[src/rtl/debounce_pkg.sv]
// Shared state encoding and default parameters for the multi-channel
// button debouncer.
package debounce_pkg;

    typedef enum logic [1:0] {
        ZERO  = 2'd0,
        WAIT1 = 2'd1,
        ONE   = 2'd2,
        WAIT0 = 2'd3
    } db_state_t;

    localparam int DEF_N_CH         = 4;
    localparam int DEF_TICK_DIV     = 8192;
    localparam int DEF_STABLE_TICKS = 3;
    localparam int DEF_HOLD_TICKS   = 0;

endpackage

[src/rtl/debounce_ch.sv]
// One debounce channel: 2-flop synchronizer, 4-state qualify FSM, edge
// pulses and an optional long-press hold counter.
module debounce_ch
    import debounce_pkg::*;
#(
    parameter int STABLE_TICKS = DEF_STABLE_TICKS,
    parameter int HOLD_TICKS   = DEF_HOLD_TICKS
) (
    input  logic      clk,
    input  logic      reset,
    input  logic      btn,
    input  logic      tick,
    output logic      db,
    output logic      rise,
    output logic      fall,
    output logic      long_press,
    output db_state_t state
);

    localparam int CW = $clog2(STABLE_TICKS + 1);
    localparam logic [CW-1:0] CNT_LAST = CW'(STABLE_TICKS - 1);

    logic          s1;
    logic          s2;
    logic          db_q;
    logic [CW-1:0] cnt;
    logic [CW-1:0] cnt_nxt;
    db_state_t     state_nxt;

    always_ff @(posedge clk) begin
        if (reset) begin
            s1 <= 1'b0;
            s2 <= 1'b0;
        end else begin
            s1 <= btn;
            s2 <= s1;
        end
    end

    always_ff @(posedge clk) begin
        if (reset) begin
            state <= ZERO;
            cnt   <= '0;
            db_q  <= 1'b0;
        end else begin
            state <= state_nxt;
            cnt   <= cnt_nxt;
            db_q  <= db;
        end
    end

    // A level change on s aborts a pending qualification even on a tick cycle.
    always_comb begin
        state_nxt = state;
        cnt_nxt   = cnt;
        case (state)
            ZERO: begin
                if (s2) begin
                    state_nxt = WAIT1;
                    cnt_nxt   = '0;
                end
            end
            WAIT1: begin
                if (!s2) begin
                    state_nxt = ZERO;
                end else if (tick) begin
                    if (cnt == CNT_LAST) begin
                        state_nxt = ONE;
                        cnt_nxt   = '0;
                    end else begin
                        cnt_nxt = cnt + CW'(1);
                    end
                end
            end
            ONE: begin
                if (!s2) begin
                    state_nxt = WAIT0;
                    cnt_nxt   = '0;
                end
            end
            WAIT0: begin
                if (s2) begin
                    state_nxt = ONE;
                end else if (tick) begin
                    if (cnt == CNT_LAST) begin
                        state_nxt = ZERO;
                        cnt_nxt   = '0;
                    end else begin
                        cnt_nxt = cnt + CW'(1);
                    end
                end
            end
            default: begin
                state_nxt = ZERO;
                cnt_nxt   = '0;
            end
        endcase
    end

    // ONE and WAIT0 share the msb, so db is a direct state decode.
    assign db   = state[1];
    assign rise = db & ~db_q;
    assign fall = ~db & db_q;

    if (HOLD_TICKS > 0) begin : g_hold
        localparam int HW = $clog2(HOLD_TICKS + 1);
        localparam logic [HW-1:0] HOLD_MAX = HW'(HOLD_TICKS);

        logic [HW-1:0] hold;
        logic          lp_q;

        // Saturates at HOLD_MAX so the pulse cannot re-fire within one press.
        always_ff @(posedge clk) begin
            if (reset) begin
                hold <= '0;
                lp_q <= 1'b0;
            end else begin
                lp_q <= 1'b0;
                case (state)
                    ZERO: hold <= '0;
                    ONE: begin
                        if (tick && (hold != HOLD_MAX)) begin
                            hold <= hold + HW'(1);
                            lp_q <= (hold == HOLD_MAX - HW'(1));
                        end
                    end
                    default: hold <= hold;
                endcase
            end
        end

        assign long_press = lp_q;
    end else begin : g_no_hold
        assign long_press = 1'b0;
    end

endmodule

[src/rtl/debounce_multi.sv]
// N_CH independent button debouncers sharing one sample-tick prescaler.
module debounce_multi
    import debounce_pkg::*;
#(
    parameter int N_CH         = DEF_N_CH,
    parameter int TICK_DIV     = DEF_TICK_DIV,
    parameter int STABLE_TICKS = DEF_STABLE_TICKS,
    parameter int HOLD_TICKS   = DEF_HOLD_TICKS
) (
    input  logic              clk,
    input  logic              reset,
    input  logic [N_CH-1:0]   btn,
    output logic [N_CH-1:0]   db,
    output logic [N_CH-1:0]   rise,
    output logic [N_CH-1:0]   fall,
    output logic [N_CH-1:0]   long_press,
    output logic              tick,
    output logic [2*N_CH-1:0] ch_state
);

    localparam int PW = $clog2(TICK_DIV);
    localparam logic [PW-1:0] PRE_LAST = PW'(TICK_DIV - 1);

    logic [PW-1:0] pre;

    always_ff @(posedge clk) begin
        if (reset) begin
            pre <= '0;
        end else if (pre == PRE_LAST) begin
            pre <= '0;
        end else begin
            pre <= pre + PW'(1);
        end
    end

    assign tick = (pre == '0);

    for (genvar i = 0; i < N_CH; i++) begin : g_ch
        db_state_t st;

        debounce_ch #(
            .STABLE_TICKS(STABLE_TICKS),
            .HOLD_TICKS  (HOLD_TICKS)
        ) u_ch (
            .clk       (clk),
            .reset     (reset),
            .btn       (btn[i]),
            .tick      (tick),
            .db        (db[i]),
            .rise      (rise[i]),
            .fall      (fall[i]),
            .long_press(long_press[i]),
            .state     (st)
        );

        assign ch_state[2*i +: 2] = st;
    end

endmodule

[config.mk]
export PLATFORM = sky130hd
export DESIGN_NAME = debounce_multi
export DESIGN_NICKNAME = d
export VERILOG_FILES = /design/src/rtl/debounce_pkg.sv /design/src/rtl/debounce_ch.sv /design/src/rtl/debounce_multi.sv
export SDC_FILE = /design/constraint.sdc
export NUM_CORES = 1
export LEC_CHECK = 0
export ABC_CLOCK_PERIOD_IN_PS = 1500
export CORE_MARGIN = 5
export CORE_UTILIZATION = 36
export CTS_CLUSTER_DIAMETER = 200
export CTS_CLUSTER_SIZE = 24
export DETAILED_ROUTE_END_ITERATION = 8
export SLEW_MARGIN = 0
export SYNTH_ARGS = -nofsm -noshare
export SYNTH_HDL_FRONTEND = slang
export SYNTH_SLANG_ARGS = --single-unit
[constraint.sdc]
create_clock -name clk -period 1.5 [get_ports clk]
set_input_delay 0.3 -clock clk [delete_from_list [all_inputs] [get_ports clk]]
set_output_delay 0.3 -clock clk [all_outputs]
set_load 0.01 [all_outputs]
Yosys cells after proc, flatten, opt, wreduce, memory -nomap -nowiden --
Cells that the tools add are included.
Storage, ports and cells: flip-flop bits (word level) 41, bits of input ports 6, word-level logic and storage cells 169, output and inout port bits 25
Cells by class: equality and inequality tests 49, muxes and demuxes 64, bitwise logic cells 16, reductions and logical operators 14, add/subtract/negate cells 5
Operators with widths (number):
- 2-to-1 mux 2 bit | 56
- case mux 2 bit (4 select lines) | 8
- equality test 2 bit (second input constant) | 12
- inequality test 3 bit (second input constant) | 8
- AND reduction 6 bit | 4
- inequality test 2 x 1 -> 1 bit (second input constant) | 8
- inequality test 2 bit (second input constant) | 8
- AND reduction 4 bit | 4
- adder 13 x 1 -> 13 bit (second input constant) | 1
- equality test 13 bit (second input constant) | 1
- logical NOT 13 bit | 1
- inequality test 3 x 1 -> 1 bit (second input constant) | 4
- inequality test 3 x 2 -> 1 bit (second input constant) | 4
- adder 2 x 1 -> 2 bit (second input constant) | 4
- AND 1 bit | 8
- equality test 2 x 1 -> 1 bit (second input constant) | 4
- logical NOT 2 bit | 4
- inverter 1 bit | 8
- OR reduction 2 bit | 1

Longest topological paths before layout --
Gate-level depths: netlist of run 1.
depth in word-level cells 5, mapped depth 7, depth with buffers taken out 7

Cells and area by module --
From an unflattened synthesis of run 1, not the netlist that was laid out.
Unflattened totals: cell total of the unflattened synthesis 192, area, all modules 1806.7 um^2
By module, submodules not included:
- debounce_ch | times used 4, cells an instance 31, area each 294.0 um^2, seq. area each 140.1 um^2
- debounce_multi | times used 1, cells an instance 68, area each 630.6 um^2, seq. area each 260.2 um^2

Worst setup path after synthesis of run 1 --
OpenSTA, ideal clock, no wires.
path type flip-flop to flip-flop, start reg pre[0], end reg g_ch[0].u_ch.cnt[1], data required time 1.426 ns, period minus slack after synthesis 1.614 ns, path slack -0.114 ns, arrival 1.540 ns, stages on the path, launching flop included 7, path buffers 0, setup time 0.074 ns, cell sequence dfxtp_1 -> inv_1 -> ha_1 -> nor4b_4 -> nand3_2 -> or4_1 -> a31oi_1
Between the ends: word-level cells in the longest chain between the ends 4, elaborated cells on any way between the ends 5, classes of those cells mux: 4; reduce/logical: 1
Ends and longest elaborated chain:
- start, declared | RTL line debounce_multi.sv:24 | logic [PW-1:0] pre;
- start signal, assigned | RTL line debounce_multi.sv:32 | pre <= pre + PW'(1);
- logical NOT 13 bit * | RTL line debounce_multi.sv:36 | assign tick = (pre == '0);
- 2-to-1 mux 2 bit *
- 2-to-1 mux 2 bit, on equally long branches
- case mux 2 bit (4 select lines) *
- end signal, assigned | RTL line debounce_ch.sv:47 | cnt <= cnt_nxt;
- end, declared | RTL line debounce_ch.sv:26 | logic [CW-1:0] cnt;
Every way passes the cells marked *; elsewhere a longest branch is shown, timed or not. The select of a mux whose other input is x is not followed. A chain may end at the register's enable or synchronous reset.

==> results of run 1 <==
how the worst min path moves through the flow:
| stage | start | endpoint | slack (ns) | cells past startpoint |
|---|---|---|---|---|
| detailed placement | g_ch[2].u_ch.s1$_SDFF_PP0_ | g_ch[2].u_ch.s2$_SDFF_PP0_ | 0.43 | 1 |
| CTS | g_ch[1].u_ch.s1$_SDFF_PP0_ | g_ch[1].u_ch.s2$_SDFF_PP0_ | 0.45 | 1 |
| global route | g_ch[2].u_ch.s1$_SDFF_PP0_ | g_ch[2].u_ch.s2$_SDFF_PP0_ | 0.46 | 1 |
| global placement | g_ch[0].u_ch.s1$_SDFF_PP0_ | g_ch[0].u_ch.s2$_SDFF_PP0_ | 0.42 | 1 |
| floorplan | reset | g_ch[3].u_ch.db_q$_SDFF_PP0_ | 0.38 | 1 |
| finish | g_ch[1].u_ch.s1$_SDFF_PP0_ | g_ch[1].u_ch.s2$_SDFF_PP0_ | 0.44 | 1 |
final cells by class:
type,count,area [µm²]
Inverter,7,26.3
Multi-Input combinational cell,141,978
Tap cell,70,87.6
Sequential cell,41,841
Clock inverter,2,10.0
Timing Repair Buffer,61,537
Fill cell,497,2550
Clock buffer,6,72.6
metal layers:
layer	vias to the layer above	global-route usage [%]	part of all wire [%]
met1	700	15.8	48
met4	0	4.90	1.7
met2	24	18.8	47
met3	7	3.80	3.9
met5	-	0	0
li1	793	-	-
repair_timing:
item | in CTS | in global routing
resized for setup | 35 | 28
pin swaps | 5 | 10
endpoints found under the setup margin | 33 | 28
hold buffers | 0 | 0
setup buffers | 4 | 3
cells in the final DEF (no fill, tap or decap), drive strengths merged, types with 2 or more instances in the layout:
cell,instances
nor3,9
dfxtp,41
nor2,17
clkdlybuf4s50,5
nand2,18
nand4,7
dlymetal6s2s,2
nor4,5
nand4b,3
a21oi,3
conb,4
buf,36
inv,7
a31oi,8
ha,2
xnor2,11
or4,2
dlygate4sd2,18
clkbuf,6
nor4b,3
nand3,13
nor2b,22
o31ai,3
clkinv,2
xor2,4
Yosys cell counts:
library cell / n / area, µm²
buf_2: 3 / 15.0
nand3_1: 12 / 60.1
o31ai_1: 3 / 22.5
and4_1: 1 / 8.76
nor4b_4: 1 / 23.8
a21oi_1: 3 / 15.0
inv_2: 1 / 3.75
or4_1: 2 / 15.0
buf_4: 20 / 150
nor2_1: 17 / 63.8
a31oi_1: 8 / 50.1
a21o_1: 1 / 7.51
nand2_1: 18 / 67.6
and2_1: 1 / 6.26
xor2_1: 4 / 35.0
conb_1: 1 / 3.75
nor3_1: 9 / 45.0
xnor2_1: 11 / 96.3
nor4b_1: 2 / 17.5
dfxtp_1: 41 / 821
nor2b_1: 22 / 138
and3_1: 1 / 6.26
clkbuf_1: 4 / 15.0
a21bo_2: 1 / 10.0
ha_1: 2 / 25.0
inv_1: 6 / 22.5
nor4_2: 2 / 25.0
nand3_2: 1 / 10.0
a211oi_1: 1 / 7.51
or4b_1: 1 / 10.0
nand4b_1: 3 / 26.3
buf_6: 1 / 11.3
nor4_1: 3 / 18.8
nand4_1: 7 / 43.8
cell families after synthesis:
family | Yosys count | synth area share [%]
xor gates and xnor gates | 15 | 6.93
buffers and inverters | 35 | 11.5
and+or+nand+nor | 103 | 30.9
other | 1 | 0.198
adders and majority gates | 2 | 1.32
AOI/OAI and AO/OA | 17 | 5.94
DFF | 41 | 43.3
sequential cells by signal, indices dropped and copies added, names as in the netlist, named ones only:
signal,flops
pre,13
g_ch.u_ch.state,4
g_ch.u_ch.cnt,8
g_ch.u_ch.db_q,4
g_ch.u_ch.s2,4
g_ch.u_ch.s1,4
power by group through the flow:
| stage | Sequential (W) | Clock (W) | Combinational (W) |
|---|---|---|---|
| 5_1_grt | 0.00112 | 0.000771 | 0.000309 |
| 4_1_cts | 0.00112 | 0.000726 | 0.000241 |
| 3_5_place_dp | 0.00115 | 0 | 0.000209 |
| 6_report | 0.00112 | 0.000700 | 0.000282 |
| 2_1_floorplan | 0.00115 | 0 | 0.000118 |
| 3_3_place_gp | 0.00115 | 0 | 0.000208 |
worst max-delay path: stages, from the launching register on:
cell     delay (ns)
dfxtp_2        0.33
inv_2          0.06
ha_4           0.13
nor4b_4        0.20
nand3_2        0.12
buf_6          0.16
or4b_4         0.47
a21oi_2        0.12
metrics by stage:
| step | cell area, µm² | utilization [%] | instances | TNS [ns] |
|---|---|---|---|---|
| final | 2550 | 50.0 | 328 | -1.04 |
| after global routing | 2550 | 50.0 | 328 | -2.11 |
| after CTS | 2420 | 47.4 | 325 | -0.781 |
| after detailed placement | 2290 | 44.8 | 313 | -0.927 |
| after global placement | 2290 | 44.8 | 313 | -0.748 |
| after floorplan | 1920 | - | 217 | -0.0446 |
==> flow_metrics.env, run 1 <==
export IMPL_syn2layout_area_growth_pct=34.6
export IMPL_dp_hpwl_um=2750
export IMPL_htreeDepth=2
export IMPL_numClockSinks=41
export IMPL_maxCapViolCount=0
export IMPL_antenna_found_initial=0
export IMPL_clock_root_buffer="clkbuf_8"
export IMPL_dieHeight_um=82.6
export IMPL_synth_seq_cells=41
export IMPL_clock_latency_ns=0.29
export IMPL_clk_pin_slew_ns=0.08
export IMPL_avgSynthCellArea_um2=8.86
export IMPL_cts_tree="done"
export IMPL_grt_max_degree=15
export IMPL_p_switching_w=0.000527
export IMPL_violations="negative setup slack"
export IMPL_portBuffers=26
export IMPL_power_density_nw_per_um2=823
export IMPL_peakVddDrop_uv=495
export IMPL_drt_wl_total_um=3910
export IMPL_finalPower_w=0.00210
export IMPL_pwr_share_clk_pct=33.3
export IMPL_whs_ns=0.442
export IMPL_r2r_start="pre[1]$_SDFF_PP0_"
export IMPL_vias_per_cell=4.65
export IMPL_arrival_ns=1.89
export IMPL_ys_types=34
export IMPL_swShare_pct=25.1
export IMPL_fmax_mhz=600
export IMPL_timing_final_ws_setup_ns=-0.165
export IMPL_first_pass_iters=4
export IMPL_fp_dieW_um=82.6
export IMPL_post_route_period_util_pct=111
export IMPL_cts_buffers=5
export IMPL_grt_usage_pct=12.2
export IMPL_start_util_pct=37.1
export IMPL_cts_buffer_depth=2
export IMPL_place_ws_ns=-0.232
export IMPL_syn_area_um2=1900
export IMPL_reg2reg_depth=7
export IMPL_layout_drive_gt1_share_pct=30.6
export IMPL_grt_setup_unrepaired="yes"
export IMPL_ys_warn_count=0
export IMPL_p_int_w=0.00157
export IMPL_drt_initial_drc_count=46
export IMPL_final_max_slew_viol_count=0
export IMPL_wl_per_cell_um=11.9
export IMPL_via_count=1524
export IMPL_finalHoldViolations=0
export IMPL_grt_pass1_wl_um=6300
export IMPL_startpoint="pre[1]$_SDFF_PP0_"
export IMPL_nNetsFinal=265
export IMPL_p_leak_nw=1.07
export IMPL_seqPwrFrac_pct=53.2
export IMPL_grt_overflow=0
export IMPL_min_path_type="flip-flop to flip-flop"
export IMPL_grt_pass1_vias=1401
export IMPL_rows=26
export IMPL_p_comb_share_pct=13.4
export IMPL_die_area_um2=6820
export IMPL_r2r_setup_slack_ns=-0.17
export IMPL_pin_count=31
export IMPL_drcViolationCount=0
export IMPL_status="finished with violations"
export IMPL_setup_viol=9
export IMPL_drtAntennaViolNets=0
export IMPL_critPathKind="flip-flop to flip-flop"
export IMPL_cp_end_kind="flip-flop"
export IMPL_critPathLaunchType="flip-flop"
export IMPL_fin_skew_ns=0.00388
export IMPL_critPathMaxFanout=6
export IMPL_fin_crit_ns=1.67
export IMPL_core_area_um2=5110
export IMPL_gp_congestion=0.795
export IMPL_insertedDiodeCount=0
export IMPL_synthCells=214
export IMPL_required_ns=1.72
export IMPL_synth_seq_area_share_pct=43.3
(Power assumes the default switching activity.)
==> inputs of run 2 (changes only) <==
CORE_MARGIN = 2   (was 5)
SKIP_LAST_GASP = 1   (was not set)
==> run 2 against run 1 <==
Effect of this change:
- the run still ends with negative setup slack left
- power grew 8.8%
- via count grew 0.33%
- global-route usage grew 1.7 points
- sequential share of layout area down 0.099 points
- maximum frequency fell by 1.8%
- sequential cell count unchanged
- worst setup slack worse by 0.030 ns
- combinational power decreased by 17%
- clock power increased by 33%
- first-iteration DRC count up 22%
- largest cell class unchanged
==> flow_metrics.env, run 2 (synthesis gave the netlist of run 1 again) <==
export IMPL_crit_family="compound AO/OA/AOI/OAI gates"
export IMPL_grt_max_degree=21
export IMPL_hold_buffers=0
export IMPL_clk_pin_slew_ns=0.08
export IMPL_whs_ns=0.442
export IMPL_critPathKind="flip-flop to flip-flop"
export IMPL_arrival_ns=1.87
export IMPL_cpMaxStageDelayCell="dfxtp_2"
export IMPL_dp_hpwl_um=2580
export IMPL_maxCapViolCount=0
export IMPL_r2r_setup_slack_ns=-0.20
export IMPL_via_count=1529
export IMPL_critPathLaunchType="flip-flop"
export IMPL_insertedDiodeCount=0
export IMPL_grt_setup_unrepaired="yes"
export IMPL_critPathMaxStageDelay_ns=0.33
export IMPL_numClockSinks=41
export IMPL_final_common_cell="dfxtp_1"
export IMPL_power_density_nw_per_um2=897
export IMPL_wl_per_cell_um=11.6
export IMPL_hold_start="g_ch[0].u_ch.s1$_SDFF_PP0_"
export IMPL_fmax_mhz=590
export IMPL_first_pass_iters=4
export IMPL_layout_common_cells="30 x dfxtp_1, 27 x buf_4, 22 x nor2b_1, 20 x dlygate4sd2_1, 18 x nand2_1"
export IMPL_drcViolationCount=0
export IMPL_clock_latency_ns=0.29
export IMPL_hold_path_depth=1
export IMPL_dieHeight_um=76.6
export IMPL_required_ns=1.68
export IMPL_reg2reg_depth=8
export IMPL_cts_tree="done"
export IMPL_drtAntennaViolNets=0
export IMPL_layout_drive_gt1_share_pct=28.0
export IMPL_place_area_um2=2310
export IMPL_grt_pass1_vias=1488
export IMPL_cp_buffers_inverters=3
export IMPL_drt_initial_drc_count=56
export IMPL_startpoint="pre[1]$_SDFF_PP0_"
export IMPL_fin_crit_ns=1.70
export IMPL_grt_pass1_wl_um=6630
export IMPL_cp_end_kind="flip-flop"
export IMPL_cp_depth=8
export IMPL_pin_count=31
export IMPL_start_util_pct=37.1
export IMPL_finalHoldViolations=0
export IMPL_critPathMaxFanout=7
export IMPL_portBuffers=26
export IMPL_stdcell_area_um2=2550
export IMPL_violations="negative setup slack"
export IMPL_p_leak_nw=1.04
export IMPL_gp_congestion=0.726
export IMPL_fin_skew_ns=0.00568
export IMPL_syn2layout_area_growth_pct=34.4
export IMPL_setup_viol=9
export IMPL_fin_util_pct=49.9
export IMPL_fp_dieW_um=76.6
export IMPL_place_ws_ns=-0.244
export IMPL_peakVddDrop_uv=488
export IMPL_post_route_period_util_pct=113
export IMPL_core_area_um2=5110
export IMPL_min_to="g_ch[0].u_ch.s2$_SDFF_PP0_"
export IMPL_largest_register_ffs=13
export IMPL_drt_wl_total_um=3750
export IMPL_finalPower_w=0.00229
export IMPL_timing_final_ws_setup_ns=-0.196
export IMPL_final_max_slew_viol_count=0
export IMPL_antenna_found_initial=0
export IMPL_cts_buffers=5
export IMPL_min_path_type="flip-flop to flip-flop"
export IMPL_rows=26
export IMPL_nNetsFinal=261
export IMPL_status="finished with violations"
export IMPL_cts_buffer_depth=2
export IMPL_reg_largest_list="pre: 13 flops, g_ch.u_ch.cnt: 8 flops"
export IMPL_clock_root_buffer="clkbuf_8"
export IMPL_r2r_start="pre[1]$_SDFF_PP0_"
export IMPL_grt_overflow=0
export IMPL_regMostFlops="pre"
export IMPL_vias_per_cell=4.72
export IMPL_die_area_um2=5870
export IMPL_htreeDepth=2
export IMPL_crit_chain="inv_2 -> ha_4 -> nor4b_4 -> nand3_2 -> buf_8 -> buf_4 -> o31ai_1 -> a21oi_2"
export IMPL_grt_usage_pct=13.9
## run 2: changes by cell type in the layout (fill, tap and decap cells not counted), moves of 2 or more
cell	change
buf_6	-6
nor3_2	-3
dlygate4sd2_1	+2
dlymetal6s2s_1	-2
clkinv_2	-2
nor3_4	+2
## run 2: worst max-delay path by stage
| stage | endpoint | slack [ns] |
|---|---|---|
| after floorplan | flip-flop | -0.04 |
| after global placement | flip-flop | -0.22 |
| after detailed placement | flip-flop | -0.24 |
| after CTS | flip-flop | -0.19 |
| after global routing | flip-flop | -0.31 |
| final | flip-flop | -0.20 |
## run 2: layout make-up
class	instances	area (µm²)
Fill cell	501	2560
Multi-Input combinational cell	141	981
Sequential cell	41	837
Timing Repair Buffer	57	497
Tap cell	70	87.6
Clock buffer	6	82.6
Clock inverter	2	37.5
Inverter	7	26.3
## run 2: through the flow
stage / setup TNS (ns) / std cells
after floorplan: -0.0446 / 217
after global placement: -1.49 / 314
after detailed placement: -1.40 / 314
after CTS: -0.821 / 324
after global routing: -2.45 / 324
final: -0.639 / 324
## run 2: routing by layer
| layer | global-route usage (%) | wire (µm) | share of wire [%] | vias up |
|---|---|---|---|---|
| met2 | 22.0 | 1710 | 46 | 35 |
| met4 | 5.82 | 45 | 1.2 | 0 |
| met5 | 0 | 0 | 0 | - |
| met1 | 17.8 | 1840 | 49 | 704 |
| met3 | 3.67 | 148 | 3.9 | 5 |
| li1 | - | - | - | 785 |
## run 2: power breakdown
part	internal, W	leakage, nW	switching (W)	total (W)
logic	0.000111	0.647	0.000124	0.000235
clock network	0.000541	0.0574	0.000389	0.000930
registers	0.00111	0.338	0.0000136	0.00112
## run 2: what timing repair did
action	4_1_cts	5_1_grt
pin swaps	5	9
gates resized for setup	36	20
buffers inserted	2	0
endpoints found under the setup margin	36	26
## run 2: worst register-to-register path, delay by kind of cell, from the launching register on
| kind | cells | cell delay [ns] |
|---|---|---|
| buffers and inverters | 3 | 0.39 |
| AND/OR/NAND/NOR | 2 | 0.34 |
| AO/OA/AOI/OAI | 2 | 0.42 |
| flip-flops | 1 | 0.33 |
| adder cells (fa/ha/maj) | 1 | 0.13 |
